### src/rtl/mips_io_pkg.sv
// Shared definitions for the memory-mapped I/O port unit: register offsets
// within the 16-byte window and STATUS bit positions.
package mips_io_pkg;

    localparam logic [3:0] IO_OUT    = 4'h0;
    localparam logic [3:0] IO_IN     = 4'h4;
    localparam logic [3:0] IO_STATUS = 4'h8;
    localparam logic [3:0] IO_CLR    = 4'hC;

    localparam int STATUS_CHANGED_BIT = 0;
    localparam int STATUS_BUSY_BIT    = 1;
    localparam int CLR_CHANGED_BIT    = 0;

endpackage

### src/rtl/mips_io_port_unit_if.sv
// Load/store bus between the MIPS datapath (master) and the I/O port unit (slave).
interface mips_io_port_unit_if;

    logic        MemWrite;
    logic        MemRead;
    logic [31:0] Address;
    logic [31:0] WriteData;
    logic [31:0] ReadData;
    logic        Hit;

    modport master (
        output MemWrite, MemRead, Address, WriteData,
        input  ReadData, Hit
    );

    modport slave (
        input  MemWrite, MemRead, Address, WriteData,
        output ReadData, Hit
    );

endinterface

### src/rtl/io_input_debouncer.sv
// Two-flop synchroniser followed by a counting debouncer; a new input value is
// accepted only after DEBOUNCE_CYCLES consecutive samples differ from the current one.
module io_input_debouncer
    import mips_io_pkg::*;
#(
    parameter int IN_WIDTH        = 8,
    parameter int DEBOUNCE_CYCLES = 4
) (
    input  logic                clk,
    input  logic                reset,
    input  logic [IN_WIDTH-1:0] port_in,
    output logic [IN_WIDTH-1:0] debounced,
    output logic                accept,
    output logic                busy
);

    localparam int              CNT_W    = $clog2(DEBOUNCE_CYCLES) + 1;
    localparam logic [CNT_W-1:0] CNT_LAST = CNT_W'(DEBOUNCE_CYCLES - 1);

    logic [IN_WIDTH-1:0] sync1_q, sync1_d;
    logic [IN_WIDTH-1:0] sync2_q, sync2_d;
    logic [IN_WIDTH-1:0] debounced_q, debounced_d;
    logic [CNT_W-1:0]    cnt_q, cnt_d;
    logic                differ;

    // NOTE: every signal written here gets a value before any branch, so no latch is inferred.
    always_comb begin
        differ      = (sync2_q != debounced_q);
        accept      = differ && (cnt_q == CNT_LAST);
        busy        = differ;
        sync1_d     = port_in;
        sync2_d     = sync1_q;
        debounced_d = debounced_q;
        cnt_d       = '0;
        if (accept) begin
            debounced_d = sync2_q;
        end else if (differ) begin
            cnt_d = cnt_q + 1'b1;
        end
    end

    // NOTE: state updates use non-blocking assignments so every flop samples pre-edge values.
    always_ff @(posedge clk) begin
        if (!reset) begin
            sync1_q     <= '0;
            sync2_q     <= '0;
            debounced_q <= '0;
            cnt_q       <= '0;
        end else begin
            sync1_q     <= sync1_d;
            sync2_q     <= sync2_d;
            debounced_q <= debounced_d;
            cnt_q       <= cnt_d;
        end
    end

    assign debounced = debounced_q;

endmodule

### src/rtl/mips_io_port_unit.sv
// Memory-mapped I/O stage after the ALU: address decode, PortOut register,
// sticky input-change flag and a combinational load-data mux.
module mips_io_port_unit
    import mips_io_pkg::*;
#(
    parameter int          IN_WIDTH        = 8,
    parameter int          DEBOUNCE_CYCLES = 4,
    parameter logic [31:0] BASE_ADDR       = 32'h1001_0000
) (
    input  logic                clk,
    input  logic                reset,
    mips_io_port_unit_if.slave  bus,
    input  logic [IN_WIDTH-1:0] PortIn,
    output logic [31:0]         PortOut,
    output logic                InChange
);

    logic                hit;
    logic [3:0]          offset;
    logic                rd_hit;
    logic                wr_hit;
    logic                clear_changed;
    logic [31:0]         port_out_q, port_out_d;
    logic                changed_q, changed_d;
    logic [31:0]         in_word;
    logic [31:0]         status_word;
    logic [31:0]         read_data;
    logic [IN_WIDTH-1:0] debounced;
    logic                accept;
    logic                busy;

    io_input_debouncer #(
        .IN_WIDTH        (IN_WIDTH),
        .DEBOUNCE_CYCLES (DEBOUNCE_CYCLES)
    ) u_deb (
        .clk       (clk),
        .reset     (reset),
        .port_in   (PortIn),
        .debounced (debounced),
        .accept    (accept),
        .busy      (busy)
    );

    always_comb begin
        offset = bus.Address[3:0];
        hit    = (bus.Address[31:4] == BASE_ADDR[31:4]) && (bus.Address[1:0] == 2'b00);
        rd_hit = hit && bus.MemRead;
        wr_hit = hit && bus.MemWrite;

        clear_changed = (rd_hit && offset == IO_STATUS) ||
                        (wr_hit && offset == IO_CLR && bus.WriteData[CLR_CHANGED_BIT]);

        port_out_d = (wr_hit && offset == IO_OUT) ? bus.WriteData : port_out_q;

        // A fresh acceptance on the same edge as a clear keeps the flag set.
        changed_d = changed_q;
        if (accept) begin
            changed_d = 1'b1;
        end else if (clear_changed) begin
            changed_d = 1'b0;
        end
    end

    always_ff @(posedge clk) begin
        if (!reset) begin
            port_out_q <= '0;
            changed_q  <= 1'b0;
        end else begin
            port_out_q <= port_out_d;
            changed_q  <= changed_d;
        end
    end

    always_comb begin
        in_word                        = '0;
        in_word[IN_WIDTH-1:0]          = debounced;
        status_word                    = '0;
        status_word[STATUS_CHANGED_BIT] = changed_q;
        status_word[STATUS_BUSY_BIT]    = busy;
        read_data                      = '0;
        if (rd_hit) begin
            case (offset)
                IO_OUT:    read_data = port_out_q;
                IO_IN:     read_data = in_word;
                IO_STATUS: read_data = status_word;
                default:   read_data = '0;
            endcase
        end
    end

    assign bus.ReadData = read_data;
    assign bus.Hit      = hit;
    assign PortOut      = port_out_q;
    assign InChange     = changed_q;

endmodule
### src/flat_wrapper.sv
// flat-port wrapper written by rule: the top's interface ports become plain ports
module mips_io_port_unit_flat import mips_io_pkg::*;
#(
    parameter int          IN_WIDTH        = 8,
    parameter int          DEBOUNCE_CYCLES = 4,
    parameter logic [31:0] BASE_ADDR       = 32'h1001_0000
)
  (clk, reset, PortIn, PortOut, InChange, bus_MemWrite, bus_MemRead, bus_Address, bus_WriteData, bus_ReadData, bus_Hit);
  mips_io_port_unit_if bus_i ();
  input  logic clk;
  input  logic reset;
  input  logic [IN_WIDTH-1:0] PortIn;
  output logic [31:0] PortOut;
  output logic InChange;
  input wire logic [$bits(bus_i.MemWrite)-1:0] bus_MemWrite;
  input wire logic [$bits(bus_i.MemRead)-1:0] bus_MemRead;
  input wire logic [$bits(bus_i.Address)-1:0] bus_Address;
  input wire logic [$bits(bus_i.WriteData)-1:0] bus_WriteData;
  output wire logic [$bits(bus_i.ReadData)-1:0] bus_ReadData;
  output wire logic [$bits(bus_i.Hit)-1:0] bus_Hit;
  assign bus_i.MemWrite = bus_MemWrite;
  assign bus_i.MemRead = bus_MemRead;
  assign bus_i.Address = bus_Address;
  assign bus_i.WriteData = bus_WriteData;
  assign bus_ReadData = bus_i.ReadData;
  assign bus_Hit = bus_i.Hit;
  mips_io_port_unit #(.IN_WIDTH(IN_WIDTH), .DEBOUNCE_CYCLES(DEBOUNCE_CYCLES), .BASE_ADDR(BASE_ADDR)) u_core (.clk(clk), .reset(reset), .bus(bus_i), .PortIn(PortIn), .PortOut(PortOut), .InChange(InChange));
endmodule
### config.mk
export PLATFORM = sky130hd
export DESIGN_NAME = mips_io_port_unit_flat
export DESIGN_NICKNAME = d
export VERILOG_FILES = /design/src/rtl/mips_io_pkg.sv /design/src/rtl/mips_io_port_unit_if.sv /design/src/rtl/io_input_debouncer.sv /design/src/rtl/mips_io_port_unit.sv /design/src/flat_wrapper.sv
export SDC_FILE = /design/constraint.sdc
export NUM_CORES = 1
export LEC_CHECK = 0
export ABC_AREA = 1
export CAP_MARGIN = 20
export CELL_PAD_IN_SITES_DETAIL_PLACEMENT = 1
export CELL_PAD_IN_SITES_GLOBAL_PLACEMENT = 1
export CORE_MARGIN = 5
export CORE_UTILIZATION = 24
export DETAILED_ROUTE_END_ITERATION = 8
export PLACE_DENSITY_LB_ADDON = 0.08
export SYNTH_ARGS = -nofsm -noshare
export SYNTH_HDL_FRONTEND = slang
export SYNTH_HIERARCHICAL = 1
export SYNTH_SLANG_ARGS = --single-unit
### constraint.sdc
create_clock -name clk -period 1.5 [get_ports clk]
set_input_delay 0.3 -clock clk [delete_from_list [all_inputs] [get_ports clk]]
set_output_delay 0.3 -clock clk [all_outputs]
set_load 0.05 [all_outputs]
==> results.toml <==
[layout]
area_growth_pct = 129
drive_gt1_share_pct = 46.8
nets = 704
layout_commonest_cell = "nand2_1"
final_cell_mix = "nand2_1, buf_12, inv_1"
stdcell_count = 773
n_antenna_cell = 0

[sta]
hold_slack_ns = 0.314
hold_viol_final = 0
setup_viol_count_final = 45
report.final.slew_viol_count = 0
slew-limit-headroom_pct = 77.7
clock_skew_ns = 0.00569
max_freq_ghz = 0.512
rsz0062_at_grt = "true"
tightest_slew_ns = 0.334
period_share_pct = 130
timing.final.ws_setup_ns = -0.454
min_period_ns = 1.95

[detailed_routing]
routed_via_density = 4.44
drt_iter0_markers = 72
dr.pass1.iters = 4
drtAntennaViolNets = 0
vias = 3429
wl_per_cell_um = 16.2
drc = 0
routed_wl_um = 12600

[setup_path]
start_kind = "flip-flop"
crit-reg2reg-launch = "u_core/u_deb/cnt_q[0]$_SDFF_PP0_"
cp.arrival_ns = 1.65
crit_required_ns = 1.20
critical_path_class = "reg -> out"
cp-startpoint = "u_core/u_deb/debounced[7]$_SDFFE_PN0P_"
cp_max_fo = 2
endpoint_kind = "output pin"
worstRegToRegCells = 6

[cts]
clock_path_buffers = 2
cts_tree = "yes"
h-tree-depth = 3
cts_buffers = 9
cts.sinks = 60
clock_latency_ns = 0.33
cts_root_buf = "clkbuf_16"
path_clk_slew_ns = 0.05

[place]
portBuffers = 141
post-place-cells = 740
dp_slack_ns = -0.786
hpwl_um = 8440
place_congestion = 0.732

[synth]
synthCells = 445
syn-num-nets = 523
synth_seq_cells = 60
yosys_warnings = 6
seq_area_frac_synth_pct = 42.1
syn-cell-area_sq_mm = 0.00285
avgSynthCellArea_sq_um = 6.41
yosysUniqueCellTypes = 21

[grt]
grt_pass1_vias = 3509
grt_usage_pct = 16.1
grt_pass1_wl_um = 18200
grt_max_degree = 49
overflow = 0
antenna_found_initial = 0

[power_and_ir_drop]
total_power_mw = 4.16
power_density_mw_per_mm2 = 638
leakage_nw = 3.13
irDropWorstVdd_mv = 0.395

[hold_path]
hold_start = "reset"
hold_path_class = "in -> reg"
holdPathStages = 3

[floorplanning]
die_h_um = 119
rows = 39
start_util_pct = 24.8
dieWidth_um = 119
core-area_sq_mm = 0.0115
die_area_sq_mm = 0.0142
ios = 142

[outcome]
violations = "negative setup slack"
run_status = "finished, violations left"

[job]
cap_violations = 0
==> cell type report <==
type | instances | area (sq um)
multi-input cells | 293 | 2020
clock buffers | 13 | 260
repair buffers | 190 | 2570
flip-flops and latches | 60 | 1210
inverters | 72 | 273
clock inverters | 2 | 10.0
well taps | 143 | 179
fillers | 1303 | 4990
==> timing repair <==
item	CTS	global route
pin swaps	42	41
resized for setup	139	117
hold buffers	0	0
cloned	1	7
setup buffers	5	6
setup endpoints to repair	65	65
==> sequential cells by signal, summed over array words and instances (netlist names) <==
name and cells:
u_core/PortOut 32, u_core/u_deb/debounced 8, u_core/u_deb/sync1_q 8, u_core/u_deb/sync2_q 8, u_core/u_deb/cnt_q 3, u_core/InChange 1
==> synth_stat cells <==
master | number | area share (%)
ha_1 | 2 | 0.88
buf_2 | 8 | 1.4
nor3_1 | 25 | 4.4
nor2_2 | 3 | 0.66
buf_6 | 4 | 1.6
a21oi_1 | 15 | 2.6
nand3_4 | 1 | 0.61
nand4_1 | 1 | 0.22
nand3_1 | 13 | 2.3
clkbuf_1 | 8 | 1.1
dfxtp_1 | 60 | 42
xnor2_1 | 5 | 1.5
nand2_1 | 124 | 16
nor2_4 | 1 | 0.40
a21oi_2 | 1 | 0.31
inv_1 | 71 | 9.4
nor2_1 | 98 | 13
nand2_2 | 1 | 0.22
inv_2 | 1 | 0.13
nand3_2 | 1 | 0.35
a221oi_1 | 2 | 0.61
==> power breakdown <==
part,total (mW),internal [mW],switching (mW)
clock,1.91,1.19,0.714
combinational,0.583,0.299,0.284
sequential,1.67,1.64,0.0259
==> per-layer routing <==
metal | wire [um] | global-route usage [%]
met1 | 5050 | 18.5
met2 | 6430 | 27.2
met3 | 922 | 6.07
met4 | 158 | 6.15
met5 | 0 | 0
==> worst max-delay path, cell delays in order, from the launching register on <==
cell,delay [ns]
dfxtp_1,0.34
xnor2_1,0.12
nand2_1,0.11
nor2_4,0.15
nand2_2,0.09
a221oi_4,0.30
nor2_4,0.06
buf_12,0.15
==> final timing paths <==
| kind | endpoint | slack (ns) |
|---|---|---|
| worst max-delay path | bus_ReadData[1] | -0.45 |
| worst min-delay path | u_core/InChange$_SDFFE_PN0P_ | 0.31 |
| worst max register to register | u_core/u_deb/debounced[4]$_SDFFE_PN0P_ | 0.11 |
| worst min register to register | u_core/u_deb/sync2_q[4]$_SDFF_PN0_ | 0.41 |
==> logic make-up after synthesis <==
kind of cell,count (synthesis),share of synthesized area (%)
simple gates,268,38.4
compound gates,18,3.56
buf+inv,92,13.5
flops,60,42.1
xor+xnor,5,1.54
fa+ha+maj,2,0.878
==> metrics by stage <==
step                      setup TNS, ns  util [%]  area [sq um]
after global routing             -16.40      56.6          6520
after global placement           -41.91      48.5          5590
after detailed placement         -43.37      48.5          5590
after CTS                        -12.72      51.8          5960
after floorplan                  -28.17         -          3210
final                            -12.39      56.6          6520
(Power assumes the default switching activity.)
